`src/rtl/cpu_bridge_pkg.sv`:
```
package cpu_bridge_pkg;

  typedef enum logic [2:0] {
    IDLE,
    RD_ADDR,
    RD_DATA,
    WR_ADDR,
    WR_RESP,
    DONE
  } bridge_state_e;

  localparam int unsigned NCH_DEF        = 2;
  localparam logic [15:0] REMAP_FROM_DEF = 16'hbfaf;
  localparam logic [15:0] REMAP_TO_DEF   = 16'h1faf;

  function automatic logic [31:0] remap_addr(input logic [31:0] addr,
                                             input logic        en,
                                             input logic [15:0] from,
                                             input logic [15:0] to);
    return (en && (addr[31:16] == from)) ? {to, addr[15:0]} : addr;
  endfunction

endpackage

```
`src/rtl/cpu_mem_bridge_if.sv`:
```
// CPU request channels plus the AXI-lite-style master bus of cpu_mem_bridge.
interface cpu_mem_bridge_if
  import cpu_bridge_pkg::*;
#(
  parameter int unsigned NCH = NCH_DEF,
  parameter int unsigned DW  = 32
);
  logic [NCH-1:0]        ch_req;
  logic [NCH-1:0]        ch_wr;
  logic [NCH*DW/8-1:0]   ch_wstrb;
  logic [NCH*32-1:0]     ch_addr;
  logic [NCH*DW-1:0]     ch_wdata;
  logic [NCH*DW-1:0]     ch_rdata;
  logic [NCH-1:0]        ch_done;
  logic [NCH-1:0]        ch_stall;

  logic [31:0]           m_araddr;
  logic                  m_arvalid;
  logic                  m_arready;
  logic [DW-1:0]         m_rdata;
  logic                  m_rvalid;
  logic                  m_rready;
  logic [31:0]           m_awaddr;
  logic                  m_awvalid;
  logic                  m_awready;
  logic [DW-1:0]         m_wdata;
  logic [DW/8-1:0]       m_wstrb;
  logic                  m_wvalid;
  logic                  m_wready;
  logic                  m_bvalid;
  logic                  m_bready;

  modport master (
    input  ch_req, ch_wr, ch_wstrb, ch_addr, ch_wdata,
    output ch_rdata, ch_done, ch_stall,
    output m_araddr, m_arvalid, input m_arready,
    input  m_rdata, m_rvalid, output m_rready,
    output m_awaddr, m_awvalid, input m_awready,
    output m_wdata, m_wstrb, m_wvalid, input m_wready,
    input  m_bvalid, output m_bready
  );

  modport slave (
    output ch_req, ch_wr, ch_wstrb, ch_addr, ch_wdata,
    input  ch_rdata, ch_done, ch_stall,
    input  m_araddr, m_arvalid, output m_arready,
    output m_rdata, m_rvalid, input m_rready,
    input  m_awaddr, m_awvalid, output m_awready,
    input  m_wdata, m_wstrb, m_wvalid, output m_wready,
    output m_bvalid, input m_bready
  );

endinterface

```
`src/rtl/cpu_mem_bridge_arb.sv`:
```
// Fixed-priority one-hot grant; the highest requesting index wins.
module bridge_prio_arb
  import cpu_bridge_pkg::*;
#(
  parameter int unsigned NCH = NCH_DEF
) (
  input  logic [NCH-1:0] req_i,
  output logic [NCH-1:0] gnt_o
);

  always_comb begin
    gnt_o = '0;
    for (int unsigned i = 0; i < NCH; i++) begin
      if (req_i[i]) begin
        gnt_o    = '0;
        gnt_o[i] = 1'b1;
      end
    end
  end

endmodule

```
`src/rtl/cpu_mem_bridge.sv`:
```
// cpu_mem_bridge: NCH-channel CPU request arbiter onto one AXI-lite-style master.
// Optional feature: CPU_BRIDGE_ADDR_REMAP_EN enables the fixed-segment address remap.
module cpu_mem_bridge
  import cpu_bridge_pkg::*;
#(
  parameter int unsigned NCH        = NCH_DEF,
  parameter int unsigned DW         = 32,
  parameter logic [15:0] REMAP_FROM = REMAP_FROM_DEF,
  parameter logic [15:0] REMAP_TO   = REMAP_TO_DEF
) (
  input logic              clk,
  input logic              resetn,
  cpu_mem_bridge_if.master bus
);

  localparam int unsigned SW = DW / 8;
  localparam int unsigned IW = (NCH > 1) ? $clog2(NCH) : 1;
`ifdef CPU_BRIDGE_ADDR_REMAP_EN
  localparam logic REMAP_EN = 1'b1;
`else
  localparam logic REMAP_EN = 1'b0;
`endif

  bridge_state_e   state_q, state_d;
  logic [NCH-1:0]  gnt, gnt_q, done;
  logic [IW-1:0]   gidx, gidx_q;
  logic            skip_q, aw_done_q, w_done_q, grant_ok;
  logic [31:0]     araddr_q, awaddr_q, addr_sel;
  logic [DW-1:0]   wdata_q;
  logic [SW-1:0]   wstrb_q;
  logic [DW-1:0]   rdata_q [NCH];
  logic [31:0]     addr_a  [NCH];
  logic [DW-1:0]   wdata_a [NCH];
  logic [SW-1:0]   wstrb_a [NCH];

  bridge_prio_arb #(.NCH(NCH)) u_arb (
    .req_i (bus.ch_req),
    .gnt_o (gnt)
  );

  always_comb begin
    bus.ch_rdata = '0;
    for (int unsigned i = 0; i < NCH; i++) begin
      addr_a[i]                   = bus.ch_addr[i*32 +: 32];
      wdata_a[i]                  = bus.ch_wdata[i*DW +: DW];
      wstrb_a[i]                  = bus.ch_wstrb[i*SW +: SW];
      bus.ch_rdata[i*DW +: DW]    = rdata_q[i];
    end
  end

  always_comb begin
    gidx = '0;
    for (int unsigned i = 0; i < NCH; i++) begin
      if (gnt[i]) gidx = IW'(i);
    end
  end

  // skip_q masks the IDLE cycle right after DONE so a held request is not re-served
  assign grant_ok = ~skip_q & (|bus.ch_req);
  assign addr_sel = remap_addr(addr_a[gidx], REMAP_EN, REMAP_FROM, REMAP_TO);

  always_comb begin
    state_d = state_q;
    case (state_q)
      IDLE:    if (grant_ok) state_d = bus.ch_wr[gidx] ? WR_ADDR : RD_ADDR;
      RD_ADDR: if (bus.m_arready) state_d = RD_DATA;
      RD_DATA: if (bus.m_rvalid) state_d = DONE;
      WR_ADDR: if ((aw_done_q | bus.m_awready) && (w_done_q | bus.m_wready)) state_d = WR_RESP;
      WR_RESP: if (bus.m_bvalid) state_d = DONE;
      DONE:    state_d = IDLE;
      default: state_d = IDLE;
    endcase
  end

  always_comb begin
    done          = (state_q == DONE) ? gnt_q : '0;
    bus.ch_done   = done;
    bus.ch_stall  = bus.ch_req & ~done;
    bus.m_arvalid = (state_q == RD_ADDR);
    bus.m_rready  = (state_q == RD_DATA);
    bus.m_awvalid = (state_q == WR_ADDR) && !aw_done_q;
    bus.m_wvalid  = (state_q == WR_ADDR) && !w_done_q;
    bus.m_bready  = (state_q == WR_RESP);
    bus.m_araddr  = araddr_q;
    bus.m_awaddr  = awaddr_q;
    bus.m_wdata   = wdata_q;
    bus.m_wstrb   = wstrb_q;
  end

  always_ff @(posedge clk) begin
    if (!resetn) begin
      state_q   <= IDLE;
      skip_q    <= 1'b0;
      gnt_q     <= '0;
      gidx_q    <= '0;
      aw_done_q <= 1'b0;
      w_done_q  <= 1'b0;
      araddr_q  <= '0;
      awaddr_q  <= '0;
      wdata_q   <= '0;
      wstrb_q   <= '0;
      for (int unsigned i = 0; i < NCH; i++) rdata_q[i] <= '0;
    end else begin
      state_q <= state_d;
      skip_q  <= (state_q == DONE);
      if (state_q == IDLE && grant_ok) begin
        gnt_q  <= gnt;
        gidx_q <= gidx;
        if (bus.ch_wr[gidx]) begin
          awaddr_q <= addr_sel;
          wdata_q  <= wdata_a[gidx];
          wstrb_q  <= wstrb_a[gidx];
        end else begin
          araddr_q <= addr_sel;
        end
      end
      if (state_q == WR_ADDR) begin
        aw_done_q <= aw_done_q | bus.m_awready;
        w_done_q  <= w_done_q  | bus.m_wready;
      end else begin
        aw_done_q <= 1'b0;
        w_done_q  <= 1'b0;
      end
      if (state_q == RD_DATA && bus.m_rvalid) rdata_q[gidx_q] <= bus.m_rdata;
    end
  end

endmodule
```
`src/flat_wrapper.sv`:
```
// flat-port wrapper written by rule: the top's interface ports become plain ports
module cpu_mem_bridge_flat import cpu_bridge_pkg::*;
#(
  parameter int unsigned NCH        = NCH_DEF,
  parameter int unsigned DW         = 32,
  parameter logic [15:0] REMAP_FROM = REMAP_FROM_DEF,
  parameter logic [15:0] REMAP_TO   = REMAP_TO_DEF
)
  (clk, resetn, bus_ch_req, bus_ch_wr, bus_ch_wstrb, bus_ch_addr, bus_ch_wdata, bus_ch_rdata, bus_ch_done, bus_ch_stall, bus_m_araddr, bus_m_arvalid, bus_m_arready, bus_m_rdata, bus_m_rvalid, bus_m_rready, bus_m_awaddr, bus_m_awvalid, bus_m_awready, bus_m_wdata, bus_m_wstrb, bus_m_wvalid, bus_m_wready, bus_m_bvalid, bus_m_bready);
  cpu_mem_bridge_if #(.NCH(NCH), .DW(DW)) bus_i ();
  input logic clk;
  input logic resetn;
  input wire logic [$bits(bus_i.ch_req)-1:0] bus_ch_req;
  input wire logic [$bits(bus_i.ch_wr)-1:0] bus_ch_wr;
  input wire logic [$bits(bus_i.ch_wstrb)-1:0] bus_ch_wstrb;
  input wire logic [$bits(bus_i.ch_addr)-1:0] bus_ch_addr;
  input wire logic [$bits(bus_i.ch_wdata)-1:0] bus_ch_wdata;
  output wire logic [$bits(bus_i.ch_rdata)-1:0] bus_ch_rdata;
  output wire logic [$bits(bus_i.ch_done)-1:0] bus_ch_done;
  output wire logic [$bits(bus_i.ch_stall)-1:0] bus_ch_stall;
  output wire logic [$bits(bus_i.m_araddr)-1:0] bus_m_araddr;
  output wire logic [$bits(bus_i.m_arvalid)-1:0] bus_m_arvalid;
  input wire logic [$bits(bus_i.m_arready)-1:0] bus_m_arready;
  input wire logic [$bits(bus_i.m_rdata)-1:0] bus_m_rdata;
  input wire logic [$bits(bus_i.m_rvalid)-1:0] bus_m_rvalid;
  output wire logic [$bits(bus_i.m_rready)-1:0] bus_m_rready;
  output wire logic [$bits(bus_i.m_awaddr)-1:0] bus_m_awaddr;
  output wire logic [$bits(bus_i.m_awvalid)-1:0] bus_m_awvalid;
  input wire logic [$bits(bus_i.m_awready)-1:0] bus_m_awready;
  output wire logic [$bits(bus_i.m_wdata)-1:0] bus_m_wdata;
  output wire logic [$bits(bus_i.m_wstrb)-1:0] bus_m_wstrb;
  output wire logic [$bits(bus_i.m_wvalid)-1:0] bus_m_wvalid;
  input wire logic [$bits(bus_i.m_wready)-1:0] bus_m_wready;
  input wire logic [$bits(bus_i.m_bvalid)-1:0] bus_m_bvalid;
  output wire logic [$bits(bus_i.m_bready)-1:0] bus_m_bready;
  assign bus_i.ch_req = bus_ch_req;
  assign bus_i.ch_wr = bus_ch_wr;
  assign bus_i.ch_wstrb = bus_ch_wstrb;
  assign bus_i.ch_addr = bus_ch_addr;
  assign bus_i.ch_wdata = bus_ch_wdata;
  assign bus_ch_rdata = bus_i.ch_rdata;
  assign bus_ch_done = bus_i.ch_done;
  assign bus_ch_stall = bus_i.ch_stall;
  assign bus_m_araddr = bus_i.m_araddr;
  assign bus_m_arvalid = bus_i.m_arvalid;
  assign bus_i.m_arready = bus_m_arready;
  assign bus_i.m_rdata = bus_m_rdata;
  assign bus_i.m_rvalid = bus_m_rvalid;
  assign bus_m_rready = bus_i.m_rready;
  assign bus_m_awaddr = bus_i.m_awaddr;
  assign bus_m_awvalid = bus_i.m_awvalid;
  assign bus_i.m_awready = bus_m_awready;
  assign bus_m_wdata = bus_i.m_wdata;
  assign bus_m_wstrb = bus_i.m_wstrb;
  assign bus_m_wvalid = bus_i.m_wvalid;
  assign bus_i.m_wready = bus_m_wready;
  assign bus_i.m_bvalid = bus_m_bvalid;
  assign bus_m_bready = bus_i.m_bready;
  cpu_mem_bridge #(.NCH(NCH), .DW(DW), .REMAP_FROM(REMAP_FROM), .REMAP_TO(REMAP_TO)) u_core (.clk(clk), .resetn(resetn), .bus(bus_i));
endmodule
```
`config.mk`:
```
export PLATFORM = sky130hd
export DESIGN_NAME = cpu_mem_bridge_flat
export DESIGN_NICKNAME = d
export VERILOG_FILES = /design/src/rtl/cpu_bridge_pkg.sv /design/src/rtl/cpu_mem_bridge_if.sv /design/src/rtl/cpu_mem_bridge_arb.sv /design/src/rtl/cpu_mem_bridge.sv /design/src/flat_wrapper.sv
export SDC_FILE = /design/constraint.sdc
export NUM_CORES = 1
export LEC_CHECK = 0
export BUFFER_PORTS_ARGS = -buffer_cell sky130_fd_sc_hd__clkbuf_2
export CAP_MARGIN = 30
export CORE_ASPECT_RATIO = 1.2
export CORE_UTILIZATION = 35
export CTS_BUF_LIST = sky130_fd_sc_hd__clkbuf_4
export DETAILED_ROUTE_END_ITERATION = 7
export HOLD_SLACK_MARGIN = 0.05
export SLEW_MARGIN = 20
export SYNTH_ARGS = -nofsm -noshare
export SYNTH_HDL_FRONTEND = slang
export SYNTH_HIERARCHICAL = 1
export SYNTH_SLANG_ARGS = --single-unit
export TNS_END_PERCENT = 20
```
`constraint.sdc`:
```
create_clock -name clk -period 7.4 [get_ports clk]
set_input_delay 1.48 -clock clk [delete_from_list [all_inputs] [get_ports clk]]
set_output_delay 1.48 -clock clk [all_outputs]
set_load 0.02 [all_outputs]
```
* After elaboration in Yosys (flattened, before gate mapping)
Memory sizes are Yosys's and may differ from the RTL's. Cells that the tools add are included.
Operators by class: reductions and logical operators 14, bitwise operators 8, equal/unequal tests 10, $lt $le $gt $ge 2, mux-type cells 29
Operator list (count):
- 32-bit 2-to-1 mux | 7
- 32-bit OR reduction | 1
- 3-bit 2-to-1 mux | 5
- 3-bit one-hot mux with 5 select lines | 1
- 4-bit 2-to-1 mux | 3
- 1-bit 2-to-1 mux | 10
- 3-bit by 2-bit equality test with 1-bit output, second input constant | 2
- 3-bit equality test, second input constant | 2
- 2-bit 2-to-1 mux | 3
- 2-bit by 1-bit inequality test with 1-bit output, second input constant | 3
- 2-bit AND reduction | 3
- 1-bit logical AND | 5
- 5-bit AND reduction | 1
- 2-bit inequality test, second input constant | 2
- 3-bit by 1-bit equality test with 1-bit output, second input constant | 1
- 3-bit logical NOT | 1
- 2-bit bitwise AND | 1
- 2-bit greater-or-equal comparator, second input constant | 1
- 1-bit logical NOT | 2
- 1-bit by 2-bit less-than comparator with 1-bit output, second input constant | 1
- 1-bit NOT | 2
- 1-bit NOT with 2-bit output | 1
- 2-bit NOT | 1
- 1-bit OR | 2
- 2 further kinds | 2
Storage, ports and cells: output and inout port bits 173, RAM bits 64, register bits 109, bits of input ports 179, logic and storage cells 74, memories 1
Memories:
- u_core.rdata_q | words 2, width 32, read ports 2, clocked after memory_dff 0, wr ports 2, line cpu_mem_bridge.sv:31 | logic [DW-1:0] rdata_q [NCH];

* Longest topological paths before layout
depth in word-level cells 8, mapped depth 8, mapped depth without buffers 4

* Cells and area by module
Netlist, hierarchy kept.
Modules (own cells, without submodules):
- cpu_mem_bridge | instances 1, area an instance 7101.8 µm², sequential area each 4083.9 µm², cells each 610
- bridge_prio_arb | instances 1, area an instance 21.3 µm², sequential area each 0.0 µm², cells each 2

* Worst setup path before layout
Ideal clock, no wire load.
path kind input port to flip-flop, start input port resetn, end memory u_core.rdata_q[0][0], enable pin, path slack 2725 ps, cell stages on the path 3, library setup time 466 ps, data required time 6934 ps, arrival time 4209 ps, path buffers 1, path through clkbuf_1 nand3_1 o21ai_0
RTL lines:
- start: declaration | line flat_wrapper.sv:12 | input logic resetn;
- end: declaration | line cpu_mem_bridge.sv:31

* Worst setup path after layout
start input port bus_ch_req[1], end output port bus_ch_stall[1]
On the way: cells in the longest elaborated chain, start to end 1
Ends and longest elaborated chain:
- start: declaration | line flat_wrapper.sv:13 | input wire logic [$bits(bus_i.ch_req)-1:0] bus_ch_req;
- 2-bit bitwise AND | line cpu_mem_bridge.sv:78 | bus.ch_stall = bus.ch_req & ~done;
- end: declaration | line flat_wrapper.sv:20 | output wire logic [$bits(bus_i.ch_stall)-1:0] bus_ch_stall;
Every way passes these cells.

==> impl_metrics.toml <==
[setup_path]
worstSetupPathType = "input pin to output port"
critPathLaunch = "bus_ch_req[1]"
crit_path_start_kind = "input pin"
end_kind = "output port"
cp_cell_sequence = "buf_4 -> nor2b_1 -> clkbuf_2"
cp.required_ns = 5.92
cp_slowest_stage_delay_ns = 0.38
r2r-start = "u_core/state_q[2]"
cp.arrival_ns = 2.23
critPathMaxFanout = 26
cpMaxStageDelayCell = "buf_4"

[clocking]
clkTransAtPathRegs_ns = 0.14
cts_buffers = 17
cts_root_buf = "clkbuf_4"
cts_buffer_depth = 2
htreeDepth = 4
cts_num_sinks = 172
cts_tree = "yes"
cts_hold_buf = 0
post_cts_resized = 0
cts_setup_buffers = 0
clock_latency_ns = 0.55

[logic_synthesis]
yosys.area.top_type = "dfxtp_1"
synth.area.mux_share_pct = 9.854
synth_compound_gate_area_share_pct = 14.42
ys_async_sr_fraction_pct = 0
synth_top_area_share_pct = 30.35
synthesis.area_mm2 = 0.007123
synth_area_leaders = "dfxtp_1 (30%), edfxtp_1 (27%), mux2i_1 (9.7%)"
yosysMostFrequentCell = "nor2_1"
yosys-top-cells-count = "nor2_1 (111), dfxtp_1 (108), mux2i_1 (69)"
synthSimpleGateAreaFrac_pct = 13.84
synth_fp_nets = 791
synth_warnings = 6
synth_xor_area_share_pct = 0
synth_ff_type = "dfxtp_1"
synth_adder_area_share_pct = 0
yosysSeqAreaShare_pct = 57.33
synth.distinct_cells = 33
synth_top_family_by_area = "compound AO/OA/AOI/OAI gates"
postSynthCellCount = 612
synth_edf_count = 64
synth_seq_cells = 172
syn_avg_cell_area_um2 = 11.64

[floorplanning]
row_count = 56
start_util_pct = 36.05
dieArea_mm2 = 0.02093
die_h_um = 158.3
die_x_um = 132.2
core_area_mm2 = 0.01976
ios = 352

[layout]
nNetsFinal = 1118
final_cell_count_no_fill = 1214
drive_gt1_share_pct = 45.80
final_area_mm2 = 0.009245
syn2layout_area_growth_pct = 29.79
final_util_pct = 46.79

[sta]
finalCritPeriodShare_pct = 50.09
worst_slack_ns = 3.694
max_freq_mhz = 269.8
finalSetupTns_ns = 0
fin_crit_ns = 3.706
setup_viol = 0
worst_slew_pin_slew_ns = 0.9238
drv_slew = 0
grt_setup_unrepaired = "false"
hold_viol = 0
finClkSkew_ns = 0.03655
slew_headroom_pct = 38.41

[route]
top_layer_used = "met4"
ant_nets = 0
wl_per_cell_um = 15.82
met3_wirelength_um = 1460
first_iter_violations = 251
vias = 5630
wl_met2_um = 9197
vias_per_cell = 4.638
wl_met1_um = 8360
route.detailed.drc = 0
firstDrtPassIters = 5
wirelength_um = 19210

[place]
pre_cts_ws_ns = 3.298
port_buffers = 351
place_congestion = 0.7872
dpl.hpwl_um = 14410
place_area_mm2 = 0.008984
dp_cells = 1181

[worst_hold_path]
hp-class = "flop to flop"
min_from = "u_core/aw_done_q"

[power]
vdd.ir_drop.worst_v = 0.0001344
leakage_uw = 0.004243
power_density_mw_per_mm2 = 306.8

[status]
status = "completed"

[grt]
grt_use_total_pct = 17.97
grt_pass1_wl_um = 28420
grt_antenna_before_repair = 1
grt_max_degree = 94
grt_pass1_vias = 4973
overflow = 0

[run]
maxCapViolCount = 0
cell usage in the layout, fill, tap and decap left out, types with 2 or more instances in the layout:
master | synthesis | layout
a211oi_2 | 38 | 38
dfxtp_1 | 108 | 108
and2_1 | 64 | 64
edfxtp_1 | 64 | 64
clkinvlp_4 | 0 | 2
nor3b_1 | 2 | 2
clkinv_4 | 0 | 2
nor2b_1 | 4 | 4
a22oi_1 | 2 | 2
nor2_1 | 111 | 111
nand2_1 | 6 | 6
o21ai_2 | 0 | 2
mux2i_1 | 69 | 69
o21ai_0 | 5 | 3
buf_4 | 7 | 10
and3_1 | 3 | 3
clkbuf_2 | 0 | 350
nand3b_1 | 2 | 2
nand3_1 | 2 | 2
a211oi_1 | 62 | 62
inv_1 | 4 | 4
a21oi_1 | 2 | 2
clkbuf_4 | 0 | 19
inv_4 | 0 | 4
o22ai_1 | 2 | 2
inv_6 | 0 | 3
per-layer routing:
| layer | GRT usage [%] | vias up |
|---|---|---|
| li1 | - | 2849 |
| met1 | 22.90 | 2512 |
| met2 | 29.43 | 260 |
| met3 | 5.476 | 9 |
| met4 | 5.255 | 0 |
| met5 | 0 | - |
report_power, final:
part	switching [uW]	internal, uW
sequential	107	1170
combinational	685	362
clock	332	177
total	1120	1710
path summary, 6_finish.rpt:
kind / to / slack, ns / cells after the start
min: u_core/aw_done_q / 0.50 / 2
max reg2reg: u_core/bus.m_awaddr[0] / 4.55 / 6
max: bus_ch_stall[1] / 3.69 / 3
min reg2reg: u_core/aw_done_q / 0.50 / 2
worst max-delay path: cells and delay by family:
kind / cells / cell delay, ns
AND/OR/NAND/NOR: 1 / 0.19
buffers and inverters: 2 / 0.55
cell families (layout without fill, tap and decap cells):
family,Yosys count,after routing
and+or+nand+nor,200,200
DFF,172,172
AOI/OAI and AO/OA,114,114
muxes,70,70
buffers and inverters,56,396
other,0,1
final cells by class:
class	count	area [um2]
sequential	172	4084
clock inverter	13	116.4
timing repair buffer	360	1827
multi-input combinational	384	2729
clock buffer	19	142.6
antenna	1	2.502
fill	1944	10510
inverter	4	17.52
tap	261	326.6
flip-flops by register name (all words and copies together), names as in the netlist:
name                 flops
u_core/bus.m_araddr     32
u_core/bus.m_awaddr     32
u_core/skip_q            1
u_core/bus.m_wstrb       4
u_core/bus.m_wdata      32
u_core/w_done_q          1
u_core/state_q           3
u_core/gnt_q             2
u_core/rdata_q          64
u_core/aw_done_q         1
stage by stage:
stage          total power [uW]  hold slack [ns]
6_report                   2836           0.4985
5_1_grt                    3021           0.5268
4_1_cts                    2879           0.4997
3_5_place_dp               2363           0.4824
3_3_place_gp               2352           0.4820
2_1_floorplan              2048           0.4489
Note: power is estimated with default switching activity, not from simulation.
